[src/rtl/mem_unloader_if.sv]
// SRAM-port and serial-stream bundle for mem_unloader.
// master: the unloader side; slave: arbiter/SRAM/consumer side.
interface mem_unloader_if #(
  parameter int ADDR_W = 10,
  parameter int DATA_W = 32
);
  logic              start;
  logic [ADDR_W-1:0] base_addr;
  logic [ADDR_W:0]   word_count;
  logic              mem_req;
  logic              mem_gnt;
  logic              CEN;
  logic              WEN;
  logic [ADDR_W-1:0] A;
  logic [DATA_W-1:0] Q;
  logic              scan_out;
  logic              scan_valid;
  logic              scan_ready;
  logic              busy;
  logic              done;

  modport master (
    input  start, base_addr, word_count, mem_gnt, Q, scan_ready,
    output mem_req, CEN, WEN, A, scan_out, scan_valid, busy, done
  );

  modport slave (
    output start, base_addr, word_count, mem_gnt, Q, scan_ready,
    input  mem_req, CEN, WEN, A, scan_out, scan_valid, busy, done
  );
endinterface

[src/rtl/mem_unloader.sv]
// Drains a contiguous SRAM region as an MSB-first serial stream (valid/ready).
// Optional MEM_UNLOADER_PARITY_EN appends an even-parity bit after each word.
module mem_unloader #(
  parameter int ADDR_W = 10,
  parameter int DATA_W = 32
) (
  input  logic           i_clock,
  input  logic           i_reset,
  mem_unloader_if.master bus
);
  localparam int CNT_W = $clog2(DATA_W + 2);

  typedef enum logic [2:0] {
    S_IDLE, S_REQ, S_READ, S_CAPT, S_SHIFT, S_DONE
  } state_t;

  state_t            r_state;
  logic [ADDR_W-1:0] r_addr;
  logic [ADDR_W:0]   r_remain;
  logic [CNT_W-1:0]  r_bitcnt;
  logic [DATA_W-1:0] r_shreg;
  logic              r_sv;
  logic              r_busy;
  logic              r_done;
  logic              w_fill;
  logic              w_hs;

`ifdef MEM_UNLOADER_PARITY_EN
  localparam logic [CNT_W-1:0] BIT_TOP = CNT_W'(DATA_W);
  logic r_par;
  // Parity is shifted in behind the data so it reaches the MSB after bit 0.
  assign w_fill = r_par;
  always_ff @(posedge i_clock or posedge i_reset) begin
    if (i_reset)              r_par <= 1'b0;
    else if (r_state == S_CAPT) r_par <= ^bus.Q;
  end
`else
  localparam logic [CNT_W-1:0] BIT_TOP = CNT_W'(DATA_W - 1);
  assign w_fill = 1'b0;
`endif

  assign w_hs = r_sv && bus.scan_ready;

  always_ff @(posedge i_clock or posedge i_reset) begin
    if (i_reset) begin
      r_state  <= S_IDLE;
      r_addr   <= '0;
      r_remain <= '0;
      r_bitcnt <= '0;
      r_shreg  <= '0;
      r_sv     <= 1'b0;
      r_busy   <= 1'b0;
      r_done   <= 1'b0;
    end else begin
      r_done <= 1'b0;
      case (r_state)
        S_IDLE: begin
          if (bus.start) begin
            r_busy <= 1'b1;
            if (bus.word_count != '0) begin
              r_addr   <= bus.base_addr;
              r_remain <= bus.word_count;
              r_state  <= S_REQ;
            end else begin
              r_done  <= 1'b1;
              r_state <= S_DONE;
            end
          end
        end
        S_REQ: begin
          if (bus.mem_gnt) r_state <= S_READ;
        end
        // Read completes even if the grant drops here; the arbiter owns that fault.
        S_READ: r_state <= S_CAPT;
        S_CAPT: begin
          r_shreg  <= bus.Q;
          r_bitcnt <= BIT_TOP;
          r_sv     <= 1'b1;
          r_state  <= S_SHIFT;
        end
        S_SHIFT: begin
          if (w_hs) begin
            r_shreg <= {r_shreg[DATA_W-2:0], w_fill};
            if (r_bitcnt == '0) begin
              r_sv     <= 1'b0;
              r_addr   <= r_addr + ADDR_W'(1);
              r_remain <= r_remain - (ADDR_W+1)'(1);
              if (r_remain == (ADDR_W+1)'(1)) begin
                r_done  <= 1'b1;
                r_state <= S_DONE;
              end else begin
                r_state <= S_REQ;
              end
            end else begin
              r_bitcnt <= r_bitcnt - CNT_W'(1);
            end
          end
        end
        S_DONE: begin
          r_busy  <= 1'b0;
          r_state <= S_IDLE;
        end
        default: r_state <= S_IDLE;
      endcase
    end
  end

  assign bus.mem_req    = (r_state == S_REQ) || (r_state == S_READ);
  assign bus.CEN        = (r_state != S_READ);
  assign bus.WEN        = 1'b1;
  assign bus.A          = r_addr;
  assign bus.scan_out   = r_shreg[DATA_W-1];
  assign bus.scan_valid = r_sv;
  assign bus.busy       = r_busy;
  assign bus.done       = r_done;
endmodule

[src/flat_wrapper.sv]
// flat-port wrapper written by rule: the top's interface ports become plain ports
module mem_unloader_flat 
#(
  parameter int ADDR_W = 10,
  parameter int DATA_W = 32
)
  (i_clock, i_reset, bus_start, bus_base_addr, bus_word_count, bus_mem_gnt, bus_Q, bus_scan_ready, bus_mem_req, bus_CEN, bus_WEN, bus_A, bus_scan_out, bus_scan_valid, bus_busy, bus_done);
  mem_unloader_if #(.ADDR_W(ADDR_W), .DATA_W(DATA_W)) bus_i ();
  input  logic i_clock;
  input  logic i_reset;
  input wire logic [$bits(bus_i.start)-1:0] bus_start;
  input wire logic [$bits(bus_i.base_addr)-1:0] bus_base_addr;
  input wire logic [$bits(bus_i.word_count)-1:0] bus_word_count;
  input wire logic [$bits(bus_i.mem_gnt)-1:0] bus_mem_gnt;
  input wire logic [$bits(bus_i.Q)-1:0] bus_Q;
  input wire logic [$bits(bus_i.scan_ready)-1:0] bus_scan_ready;
  output wire logic [$bits(bus_i.mem_req)-1:0] bus_mem_req;
  output wire logic [$bits(bus_i.CEN)-1:0] bus_CEN;
  output wire logic [$bits(bus_i.WEN)-1:0] bus_WEN;
  output wire logic [$bits(bus_i.A)-1:0] bus_A;
  output wire logic [$bits(bus_i.scan_out)-1:0] bus_scan_out;
  output wire logic [$bits(bus_i.scan_valid)-1:0] bus_scan_valid;
  output wire logic [$bits(bus_i.busy)-1:0] bus_busy;
  output wire logic [$bits(bus_i.done)-1:0] bus_done;
  assign bus_i.start = bus_start;
  assign bus_i.base_addr = bus_base_addr;
  assign bus_i.word_count = bus_word_count;
  assign bus_i.mem_gnt = bus_mem_gnt;
  assign bus_i.Q = bus_Q;
  assign bus_i.scan_ready = bus_scan_ready;
  assign bus_mem_req = bus_i.mem_req;
  assign bus_CEN = bus_i.CEN;
  assign bus_WEN = bus_i.WEN;
  assign bus_A = bus_i.A;
  assign bus_scan_out = bus_i.scan_out;
  assign bus_scan_valid = bus_i.scan_valid;
  assign bus_busy = bus_i.busy;
  assign bus_done = bus_i.done;
  mem_unloader #(.ADDR_W(ADDR_W), .DATA_W(DATA_W)) u_core (.i_clock(i_clock), .i_reset(i_reset), .bus(bus_i));
endmodule
[config.mk]
export PLATFORM = sky130hd
export DESIGN_NAME = mem_unloader_flat
export DESIGN_NICKNAME = d
export VERILOG_FILES = /design/src/rtl/mem_unloader_if.sv /design/src/rtl/mem_unloader.sv /design/src/flat_wrapper.sv
export SDC_FILE = /design/constraint.sdc
export NUM_CORES = 1
export LEC_CHECK = 0
export CAP_MARGIN = 10
export CELL_PAD_IN_SITES_DETAIL_PLACEMENT = 1
export CELL_PAD_IN_SITES_GLOBAL_PLACEMENT = 2
export CORE_MARGIN = 1
export CORE_UTILIZATION = 27
export DETAILED_ROUTE_END_ITERATION = 10
export PLACE_DENSITY = 0.84
export SETUP_SLACK_MARGIN = 0.1
export SLEW_MARGIN = 20
export SYNTH_ARGS = -nofsm -noshare
export SYNTH_HDL_FRONTEND = slang
export SYNTH_SLANG_ARGS = --single-unit
[constraint.sdc]
create_clock -name i_clock -period 1.95 [get_ports i_clock]
set_input_delay 0.195 -clock i_clock [delete_from_list [all_inputs] [get_ports i_clock]]
set_output_delay 0.195 -clock i_clock [all_outputs]
set_load 0.01 [all_outputs]
==> parameters.txt, run 1 <==
Parameter                              Value

Layout
  Most common cell after layout, fill and taps aside    sky130_fd_sc_hd__nand2_1
  Leading cell types in the layout, fill and taps excluded    sky130_fd_sc_hd__nand2_1, sky130_fd_sc_hd__clkdlybuf4s50_1, sky130_fd_sc_hd__dfrtp_1
  Layout fillers    1,449
  Finished Core Util    39.76%
  Post-layout instance area    4856 sq um
  Synthesis-to-layout area growth    41.69%
  Total Nets Final    555
  Number of non-filler instances in the completed layout    665
  Combined flip-flop and latch cell area    1627 sq um
  Antenna diode instance count    0
  Area of the multi-input gates    1669 sq um
  Layout cells sized above 1    11.87%

Power and ir drop
  Reported leakage power    1.955 nW
  Worst-case vdd ir drop    489.3 uV
  PwrDens    1476 nW/um^2

Global routing
  First-pass GRT wire length    16,420 um
  Via count of the first global-routing pass    3,359
  Global route total overflow    0
  Initial antenna violation count    0
  Maximum number of pins on one net before global-route repair    64
  GRT Overall Usage    15.84%

Detailed routing
  Drt initial violations    170
  Average wire length per cell after detail routing    15.67 um
  Wire length reported by the detailed router    10,420 um
  Vias per std cell    4.944
  DRC violations left    0
  Via count of the routed design    3,288
  Remaining antenna violation count    0
  Initial DRT Pass Iterations    6

Status
  Run status    complete, no violations

Logic synthesis
  Cells after synthesis    410
  Mean Syn Cell Area    8.359 sq um
  EDFF count, synth    0
  Post-synthesis net count    472
  Synthesis-stage register bit count    65
  Sequential cell area fraction in the yosys report    47.46%
  Number of unique standard cell types used by synthesis    45
  YS warnings    0
  Prevailing post-synth register cell    sky130_fd_sc_hd__dfrtp_1
  Mapped Area    3427 sq um
  Share of synthesized flip-flops with an asynchronous set or reset    100.0%

Floorplanning
  Initial cell density of the core    28.06%
  Area of the placeable core    12,210 sq um
  Row count    40
  Overall die height    114.7 um
  Num ports    75
  Die width    114.7 um
  Die area    13,150 sq um

Setup path
  Master of the slowest instance on the critical path    sky130_fd_sc_hd__dfrtp_1
  R2R depth    7
  Reg-to-reg endpoint    u_core.bus.A[0]
  Biggest cell delay along the critical path    0.43 ns
  Category of the most critical setup path    reg -> reg
  Critical Path Source Type    flip-flop
  Critical path fanouts, max    7
  Endpoint arrival time on the critical path    2.09 ns
  End of the critical path    u_core.bus.A[0]
  Startpoint of the worst setup timing path    u_core.r_bitcnt[2]
  Worst setup EP type    flip-flop
  Worst reg2reg path startpoint    u_core.r_bitcnt[2]
  Internal reg-to-reg setup slack    0.12 ns
  Required time of the critical path    2.21 ns
  CP cell instances    nor3_4 > a41o_1 > buf_4 > nand3_4 > buf_12 > or3_1 > nand3_1

STA
  Period Utilization, post-route    94.07%
  Crit path setup slack, layout    0.1157 ns
  Highest achievable clock rate    0.5452 GHz
  Setup tns final    0 ns
  Count of endpoints failing setup in the final report    0
  Worst setup skew after layout    0.006656 ns
  Number of hold-slack violations in the final timing report    0
  Count of pins over their slew limit    0
  Headroom to the max-slew limit    66.17%
  Time the worst path needs with I/O delays and setup    1.834 ns
  Unrepaired setup endpoints after global routing    true
  Actual transition at the worst max-transition pin    0.5074 ns

Clock tree
  CTS tree    yes
  Clock buffers created by TritonCTS    9
  Number of hold-repair buffers added at the cts stage    0
  H-tree lvl count    3
  Worst-Skew Late Latency    0.33 ns
  Clock transition at the register clock pins on the worst setup and hold paths after CTS    0.06 ns
  CTS Root Cell    sky130_fd_sc_hd__clkbuf_16
  Number of clock sinks    65
  CTS Buffer Depth    2

Place
  Worst slack at placement    0.01384 ns
  Count of input and output buffers    73
  GP Congestion    0.7511
  Post-detail-place hpwl    6825 um
  Total placed cells including tap cells    639
  DP Area    4383 sq um

Job
  Max-cap violations    0

Worst hold path
  Path class of the lowest-slack min-delay path    in -> async
## cells in the mapped netlist, types with 2 or more instances
master | instances | area share (%)
sky130_fd_sc_hd__nor3_2 | 3 | 0.88
sky130_fd_sc_hd__nor2b_1 | 3 | 0.55
sky130_fd_sc_hd__nor4b_1 | 3 | 0.77
sky130_fd_sc_hd__buf_2 | 14 | 2.0
sky130_fd_sc_hd__nor3_1 | 6 | 0.88
sky130_fd_sc_hd__buf_6 | 2 | 0.66
sky130_fd_sc_hd__a31oi_1 | 34 | 6.2
sky130_fd_sc_hd__a21o_1 | 2 | 0.44
sky130_fd_sc_hd__xor2_1 | 5 | 1.3
sky130_fd_sc_hd__a21oi_1 | 28 | 4.1
sky130_fd_sc_hd__nand2_1 | 88 | 9.6
sky130_fd_sc_hd__or2_2 | 2 | 0.37
sky130_fd_sc_hd__o21a_1 | 3 | 0.66
sky130_fd_sc_hd__and2_1 | 2 | 0.37
sky130_fd_sc_hd__ha_1 | 4 | 1.5
sky130_fd_sc_hd__buf_4 | 5 | 1.1
sky130_fd_sc_hd__nand3_1 | 15 | 2.2
sky130_fd_sc_hd__o22ai_1 | 8 | 1.5
sky130_fd_sc_hd__o21ai_0 | 19 | 2.8
sky130_fd_sc_hd__nand4_1 | 4 | 0.73
sky130_fd_sc_hd__clkbuf_1 | 7 | 0.77
sky130_fd_sc_hd__mux2i_1 | 2 | 0.58
sky130_fd_sc_hd__nor2_1 | 47 | 5.1
sky130_fd_sc_hd__inv_1 | 10 | 1.1
sky130_fd_sc_hd__a22oi_1 | 3 | 0.66
sky130_fd_sc_hd__nand2b_1 | 2 | 0.37
sky130_fd_sc_hd__nor4_1 | 3 | 0.55
sky130_fd_sc_hd__o21ai_1 | 3 | 0.44
sky130_fd_sc_hd__or3_1 | 2 | 0.37
sky130_fd_sc_hd__dfrtp_1 | 65 | 47
sky130_fd_sc_hd__and3_1 | 2 | 0.37
## state kept, by name (all words and copies together) (netlist names)
| register | count |
|---|---|
| u_core.bus.A | 10 |
| u_core.bus.busy | 1 |
| u_core.bus.done | 1 |
| u_core.bus.scan_valid | 1 |
| u_core.r_bitcnt | 6 |
| u_core.r_remain | 11 |
| u_core.r_shreg | 32 |
| u_core.r_state | 3 |
## cell families (layout without fill, tap and decap cells)
| logic type | Yosys count | after routing | synth area share (%) |
|---|---|---|---|
| AND/OR/NAND/NOR | 190 | 190 | 25.48 |
| adder cells (fa/ha/maj) | 4 | 4 | 1.460 |
| buffers and inverters | 38 | 125 | 5.659 |
| other | 1 | 1 | 0.1094 |
| multiplexers | 2 | 2 | 0.5842 |
| XOR/XNOR | 5 | 5 | 1.278 |
| flip-flops | 65 | 65 | 47.46 |
| AO/OA/AOI/OAI | 105 | 105 | 17.96 |
## metrics by stage
stage          total power [mW]  hold WS (ns)
2_1_floorplan             4.195        0.3118
3_3_place_gp              5.130        0.4963
3_5_place_dp              5.296        0.5174
4_1_cts                   6.954        0.2836
5_1_grt                   7.725        0.3024
6_report                  7.168        0.2738
## worst min-delay path by stage
| stage | start | endpoint | slack, ns |
|---|---|---|---|
| finish | i_reset | u_core.bus.A[4] | 0.27 |
| detailed placement | u_core.bus.busy | u_core.bus.busy | 0.52 |
| floorplan | bus_Q[0] | u_core.r_shreg[0] | 0.31 |
| CTS | i_reset | u_core.bus.A[7] | 0.28 |
| global placement | u_core.r_remain[7] | u_core.r_remain[7] | 0.50 |
| global route | i_reset | u_core.bus.A[7] | 0.30 |
## critical path: cells and delay by family (launching register included)
family | cells | cell delay, ns
DFF | 1 | 0.43
buffers and inverters | 2 | 0.31
AOI/OAI and AO/OA | 1 | 0.26
and+or+nand+nor | 4 | 0.77
## final cells by class
type / count / area share [%]
timing repair buffer: 100 / 20.92
multi-input combinational: 307 / 34.37
inverter: 10 / 0.7730
clock buffer: 12 / 5.282
sequential: 65 / 33.50
tap: 168 / 4.329
clock inverter: 3 / 0.8245
## power by group
group          switching [mW]  internal, mW  total, mW
Clock                   0.576          1.05       1.62
Combinational            1.67          1.44       3.12
Sequential              0.479          1.95       2.43
Total                    2.73          4.44       7.17
## metal layers
layer  wire length (um)  GRT usage, %  vias up
li1                   -             -     1591
met1               4951         20.70     1615
met2               4977         26.22       72
met3                374         3.388       10
met4                117         4.848        0
met5                  0             0        -
## timing repair
item	4_1_cts	5_1_grt
gates resized for setup	6	14
setup endpoints to repair	20	37
pin swaps	1	2
buffers inserted	1	8
gates cloned	0	2
Power figures use the tool's default switching activity.
==> run 2, diff against run 1 <==
- ABC_AREA: not set -> 1
- CORE_UTILIZATION: 27 -> 26
- PLACE_DENSITY: 0.84 -> 0.83
- TNS_END_PERCENT: not set -> 20
==> parameters.txt, run 2 <==
Parameter                              Value

Detailed routing
  Drt initial violations    144 (-15%)
  Remaining antenna violation count    0 (unchanged)
  Vias per std cell    4.625 (-6.5%)
  Wire length reported by the detailed router    11,190 um (+7.4%)
  Initial DRT Pass Iterations    4 (-2)
  Average wire length per cell after detail routing    14.22 um (-9.3%)
  Via count of the routed design    3,640 (+11%)
  DRC violations left    0 (unchanged)

Logic synthesis
  Post-synthesis net count    586 (+24%)
  Sequential cell area fraction in the yosys report    43.05% (-4.4 points)
  Adder-cell share of the synthesized area    1.325% (-0.14 points)
  Mapped Area    3779 sq um (+10%)
  Dominant combinational cell family by area after synthesis    simple AND/OR/NAND/NOR gates
  XOR/XNOR Fraction of Synth Area    0.4636% (-0.81 points)
  Cells taking the most area after synthesis    sky130_fd_sc_hd__dfrtp_1, sky130_fd_sc_hd__nand2_1, sky130_fd_sc_hd__o21ai_0
  Share of synthesized flip-flops with an asynchronous set or reset    100.0% (unchanged)
  Most common cell in the synthesized netlist    sky130_fd_sc_hd__nand2_1
  YS warnings    0 (unchanged)
  Complex-gate fraction of the synthesized area    14.34% (-3.6 points)
  Mean Syn Cell Area    7.211 sq um (-14%)
  Yosys top cell by area    sky130_fd_sc_hd__dfrtp_1
  Post-Synth Simple-Gate Area    30.26% (+4.8 points)
  Mux share of post-synthesis cell area    0% (-0.58 points)
  Synthesis-stage register bit count    65 (unchanged)
  Number of unique standard cell types used by synthesis    31 (-31%)
  EDFF count, synth    0 (unchanged)
  Fraction of synthesized cell area taken by the top area cell type    43.05% (-4.4 points)
  Most common library cells after synthesis    sky130_fd_sc_hd__nand2_1, sky130_fd_sc_hd__dfrtp_1, sky130_fd_sc_hd__inv_1
  Cells after synthesis    524 (+28%)
  Prevailing post-synth register cell    sky130_fd_sc_hd__dfrtp_1

Floorplanning
  Overall die height    122.6 um (+6.9%)
  Area of the placeable core    14,040 sq um (+15%)
  Num ports    75 (unchanged)
  Die width    122.6 um (+6.9%)
  Die area    15,020 sq um (+14%)
  Initial cell density of the core    26.91% (-1.2 points)
  Row count    43 (+7.5%)

STA
  Headroom to the max-slew limit    66.20% (about the same)
  Setup tns final    0 ns (unchanged)
  Period Utilization, post-route    91.47% (-2.6 points)
  Actual transition at the worst max-transition pin    0.5062 ns (-0.001175 ns)
  Unrepaired setup endpoints after global routing    true
  Post-route worst hold slack    0.2750 ns (+0.001207 ns)
  Time the worst path needs with I/O delays and setup    1.784 ns (-0.05053 ns)
  Worst setup skew after layout    0.006763 ns (+0.0001069 ns)
  Count of endpoints failing setup in the final report    0 (unchanged)
  Number of hold-slack violations in the final timing report    0 (unchanged)
  Count of pins over their slew limit    0 (unchanged)
  Highest achievable clock rate    0.5606 GHz (+2.8%)

Power and ir drop
  PnR Total Power    7.472 mW (+4.2%)
  Reported leakage power    2.379 nW (+22%)
  Worst-case vdd ir drop    527.2 uV (+7.7%)
  PwrDens    1447 nW/um^2 (-1.9%)

Global routing
  GRT Overall Usage    15.59% (-0.25 points)
  Maximum number of pins on one net before global-route repair    65 (+1.6%)
  First-pass GRT wire length    18,190 um (+11%)
  Via count of the first global-routing pass    3,725 (+11%)
  Initial antenna violation count    0 (unchanged)
  Global route total overflow    0 (unchanged)

Setup path
  Critical Path Source Type    flip-flop
  Worst setup EP type    flip-flop
  Required time of the critical path    2.15 ns (-0.06 ns)
  Endpoint arrival time on the critical path    1.98 ns (-0.11 ns)
  Critical path fanouts, max    32 (+25)
  Category of the most critical setup path    reg -> reg

Clock tree
  H-tree lvl count    3 (unchanged)
  Worst-Skew Late Latency    0.33 ns (about the same)
  CTS Buffer Depth    2 (unchanged)
  CTS Root Cell    sky130_fd_sc_hd__clkbuf_16
  Number of clock sinks    65 (unchanged)
  Number of hold-repair buffers added at the cts stage    0 (unchanged)
  CTS tree    yes
  Clock transition at the register clock pins on the worst setup and hold paths after CTS    0.05 ns (about the same)
  Clock buffers created by TritonCTS    9 (unchanged)

Layout
  Total Nets Final    664 (+20%)
  Leading cell types in the layout, fill and taps excluded    sky130_fd_sc_hd__nand2_1, sky130_fd_sc_hd__clkdlybuf4s50_1, sky130_fd_sc_hd__dfrtp_1
  Number of flip-flops under the largest register name    32 (unchanged)
  Post-layout instance area    5162 sq um (+6.3%)
  Most common cell after layout, fill and taps aside    sky130_fd_sc_hd__nand2_1
  Antenna diode instance count    0 (unchanged)
  Layout cells sized above 1    8.731% (-3.1 points)
  Synthesis-to-layout area growth    36.62%
  Finished Core Util    36.76% (-3.0 points)
  Layout fillers    1,696 (+17%)
  Register with the highest flop count    u_core.r_shreg
  Combined flip-flop and latch cell area    1629 sq um (+0.15%)
  Area of the multi-input gates    1770 sq um (+6.1%)

Place
  DP Area    4787 sq um (+9.2%)
  GP Congestion    0.7527 (+0.21%)
  Post-detail-place hpwl    7708 um (+13%)
  Count of input and output buffers    73 (unchanged)

Status
  Run status    complete, no violations

Job
  Max-cap violations    0 (unchanged)

Worst hold path
  Path class of the lowest-slack min-delay path    in -> async
==> run 2: cell types whose count changed after synthesis, sizes merged, moves of 7 or more <==
cell,delta
a21oi,-23
a31oi,-33
inv,+57
nor3,-8
o22ai,-7
nor2,-10
o21ai,+29
nand3,+20
o211ai,+28
nand2,+101
==> run 2: cells by family after synthesis <==
logic type                 after synthesis
buffers and inverters                   90
xor gates and xnor gates                 2
DFF                                     65
other                                    1
adders and majority gates                4
AOI/OAI and AO/OA                       90
and+or+nand+nor                        272
==> run 2: per-layer routing <==
metal  global-route usage, %  vias to the layer above  part of all wire (%)
met3                   3.346                       10                   3.1
met4                   5.259                        0                   1.3
met2                   26.16                       45                    50
met5                       0                        -                     0
met1                   19.76                     1765                    46
li1                        -                     1820                     -
==> run 2: path summary, 6_finish.rpt <==
check	startpoint	endpoint	slack [ns]	cells after the start
setup reg to reg	u_core.r_state[1]	u_core.r_shreg[6]	0.17	7
max in group asynchronous	i_reset	u_core.r_shreg[18]	1.16	3
setup / recovery	u_core.r_state[1]	u_core.r_shreg[6]	0.17	7
hold / removal	i_reset	u_core.bus.busy	0.27	2
hold reg to reg	u_core.r_remain[1]	u_core.r_remain[1]	0.49	2
min in group i_clock	bus_Q[31]	u_core.r_shreg[31]	0.47	3
==> run 2: metrics by stage <==
step	cells	setup slack (ns)
after global placement	767	0.1046
after detailed placement	767	0.04522
after global routing	787	0.08077
final	787	0.1662
after floorplan	524	0.1285
after CTS	783	0.1360
==> run 2: critical path, cell delays in order (launching register included) <==
cell and delay [ns]:
sky130_fd_sc_hd__dfrtp_2 0.44, sky130_fd_sc_hd__nor2_4 0.21, sky130_fd_sc_hd__nand2_8 0.07, sky130_fd_sc_hd__buf_4 0.22
sky130_fd_sc_hd__o21ai_4 0.26, sky130_fd_sc_hd__buf_12 0.14, sky130_fd_sc_hd__clkbuf_16 0.19, sky130_fd_sc_hd__o21ai_0 0.11
==> run 2: what timing repair did <==
item                                   CTS  global route
setup endpoints to repair                1            43
endpoints found under the hold margin    0             0
gates cloned                             0             1
gates resized for setup                  1             5
pin swaps                                0             2
setup buffers                            0             3
==> run 2: layout make-up <==
| cell class | count | area share [%] |
|---|---|---|
| Multi-Input combinational cell | 369 | 34.29 |
| Sequential cell | 65 | 31.56 |
| Timing Repair Buffer | 90 | 18.88 |
| Clock buffer | 14 | 5.308 |
| Inverter | 67 | 4.920 |
| Tap cell | 180 | 4.363 |
| Clock inverter | 2 | 0.6786 |
==> run 2: where the power goes <==
group / internal [mW] / leakage, nW / switching [mW] / total, mW
Combinational: 1.40 / 1.43 / 1.96 / 3.36
Clock: 1.09 / 0.153 / 0.588 / 1.68
Sequential: 1.98 / 0.795 / 0.452 / 2.43
==> variant: new RTL, flow settings as in run 2 <==
`DATA_W` is set to 32 in 3 places; all go to 64.
--- a/src/rtl/mem_unloader_if.sv
+++ b/src/rtl/mem_unloader_if.sv
@@ -2,7 +2,7 @@
 // master: the unloader side; slave: arbiter/SRAM/consumer side.
 interface mem_unloader_if #(
   parameter int ADDR_W = 10,
-  parameter int DATA_W = 32
+  parameter int DATA_W = 64
 );
   logic              start;
   logic [ADDR_W-1:0] base_addr;
--- a/src/rtl/mem_unloader.sv
+++ b/src/rtl/mem_unloader.sv
@@ -2,7 +2,7 @@
 // Optional MEM_UNLOADER_PARITY_EN appends an even-parity bit after each word.
 module mem_unloader #(
   parameter int ADDR_W = 10,
-  parameter int DATA_W = 32
+  parameter int DATA_W = 64
 ) (
   input  logic           i_clock,
   input  logic           i_reset,
--- a/src/flat_wrapper.sv
+++ b/src/flat_wrapper.sv
@@ -2,7 +2,7 @@
 module mem_unloader_flat 
 #(
   parameter int ADDR_W = 10,
-  parameter int DATA_W = 32
+  parameter int DATA_W = 64
 )
   (i_clock, i_reset, bus_start, bus_base_addr, bus_word_count, bus_mem_gnt, bus_Q, bus_scan_ready, bus_mem_req, bus_CEN, bus_WEN, bus_A, bus_scan_out, bus_scan_valid, bus_busy, bus_done);
   mem_unloader_if #(.ADDR_W(ADDR_W), .DATA_W(DATA_W)) bus_i ();
Ports: changed (resized bus_Q); port bits go from 75 to 107. No check against the original RTL was run, so the function may have changed too.
==> variant against run 2 <==
Utilization fell by 1.1 points; first-iteration DRC count rose by 7.6%; wire length rose by 35%; power rose by 35%; critical endpoint is now u_core.r_remain[4]; design area rose by 41%; via count rose by 35%; sequential cell count rose by 33; worst setup slack improved by 0.059 ns; area after synthesis rose by 46%; worst hold slack got worse by 0.056 ns.
==> variant: results (changes against run 2) <==
[worst_setup_path]
cp_max_fo=14  ; -56%
timing.reg2reg.setup_slack_ns=0.23  ; +0.06 ns
crit_path_top_delay_cell=dfrtp_1
slowest_delay_ns=0.42  ; -0.02 ns
timing.critical_path.max_delay_family=simple AND/OR/NAND/NOR gates
critPathArrivalTime_ns=1.96  ; -0.02 ns

[placement]
dp_hpwl_mm=10.5  ; +36%
io_buffers=105  ; +44%
global_placement_routability_congestion=0.780  ; +3.6%

[synthesis]
synth_mux_area_frac=0.00181  ; +0.00181
yosys-top-cells-area=dfrtp_1 (44%), nand2_1 (14%), o211ai_1 (6.9%)
synth_fa_ha_area_frac=0.0113  ; -0.00190
synthTopCellsByCount=nand2_1 (202), inv_1 (101), dfrtp_1 (98)
yosys.cell_types.count=37  ; +19%
synth-seq-area-share=0.445  ; +0.0142
synth_fp_nets=797  ; +36%
post_synthesis_share_of_cell_area_spent_on_xor_and_xnor_gates=0.00794  ; +0.00330
area_fraction_in_compound_gates_after_synthesis=0.197  ; +0.0538

[route]
drt-met1-wl_mm=7.51  ; +46%
route.top_layer_used=met4
detail_route.wl_per_cell_um=14.0  ; -1.4%
detailedRoute.firstPassIterationCount=4  ; unchanged
dr_wl_met3_um=630  ; +81%
route.met2.wl_mm=6.84  ; +23%
drt_first_iter_violations=155  ; +7.6%

[global_routing]
global_route_wire_length_before_repair_mm=24.9  ; +37%
antenna_found_initial=1  ; +1
vias_in_the_first_global_route=4985  ; +34%
grtUsageTotal=0.143  ; -0.0130
gr-usage-met3=0.0333  ; -0.000124
grt_util_met1=0.200  ; +0.00263
gr-usage-met2=0.223  ; -0.0385
grt_start_max_net_pins=46  ; -29%

[power]
leakage_uw=0.00323  ; +36%
max-vdd-ir-drop_mv=0.515  ; -2.4%

[status]
outcome=finished, final reports clean

[clock_tree]
insertion_delay_ns=0.35  ; +0.02 ns
path_clk_slew_ns=0.08  ; +0.03 ns

[layout]
drive_gt1_frac=0.0867  ; -0.000574
finalNetCount=898  ; +35%
largest_reg_flops=64  ; +100%

[timing]
worst_hold_slack_ns=0.219  ; -0.0562 ns
skew_ns=0.00673  ; -0.0000282 ns

variant: changes by cell type in the layout (fill, tap and decap cells not counted), moves of 4 or more:
cell,change
o211ai_1,+22
o21ai_1,+23
o211ai_2,+10
clkdlybuf4s50_1,+32
nand2_1,+18
xnor2_1,+4
inv_1,+38
o21ai_2,+5
o21ai_0,+11
dfrtp_1,+35
variant: power breakdown:
group / internal (uW) / switching (uW) / total, uW
registers: 2970 / 567 / 3540
logic: 1810 / 2640 / 4450
clock network: 1300 / 835 / 2130
variant: through the flow:
step / total power, uW / cells / cell area, um^2 / setup WS [ns]
floorplan: 6520 / 702 / 5520 / 0.364
global placement: 7770 / 1058 / 6880 / 0.165
detailed placement: 7910 / 1058 / 6880 / 0.123
CTS: 10100 / 1074 / 7240 / 0.119
global route: 11000 / 1077 / 7300 / 0.0754
finish: 10100 / 1078 / 7300 / 0.225
variant: path summary, 6_finish.rpt:
kind	startpoint	to	cells past startpoint
max	u_core.r_state[0]	u_core.r_remain[4]	8
min	i_reset	u_core.r_shreg[48]	2
max reg2reg	u_core.r_state[0]	u_core.r_remain[4]	8
min reg2reg	u_core.r_remain[1]	u_core.r_remain[1]	2
max in group asynchronous	i_reset	u_core.r_remain[7]	3
min in group i_clock	bus_Q[63]	u_core.r_shreg[63]	3
variant: timing repair:
| item | in CTS | in global routing |
|---|---|---|
| endpoints found under the hold margin | 0 | 0 |
| buffers inserted | 1 | 2 |
| gates resized for setup | 1 | 4 |
| pin swaps | 0 | 2 |
| cloned | 0 | 1 |
| setup endpoints to repair | 1 | 22 |
variant: final cells by class:
class	instances	area, um^2
clock inverter	5	110
sequential	98	2450
multi-input combinational	465	2430
inverter	103	393
fill	2501	13200
timing repair buffer	126	1340
clock buffer	10	239
tap	270	338
antenna	1	2.50
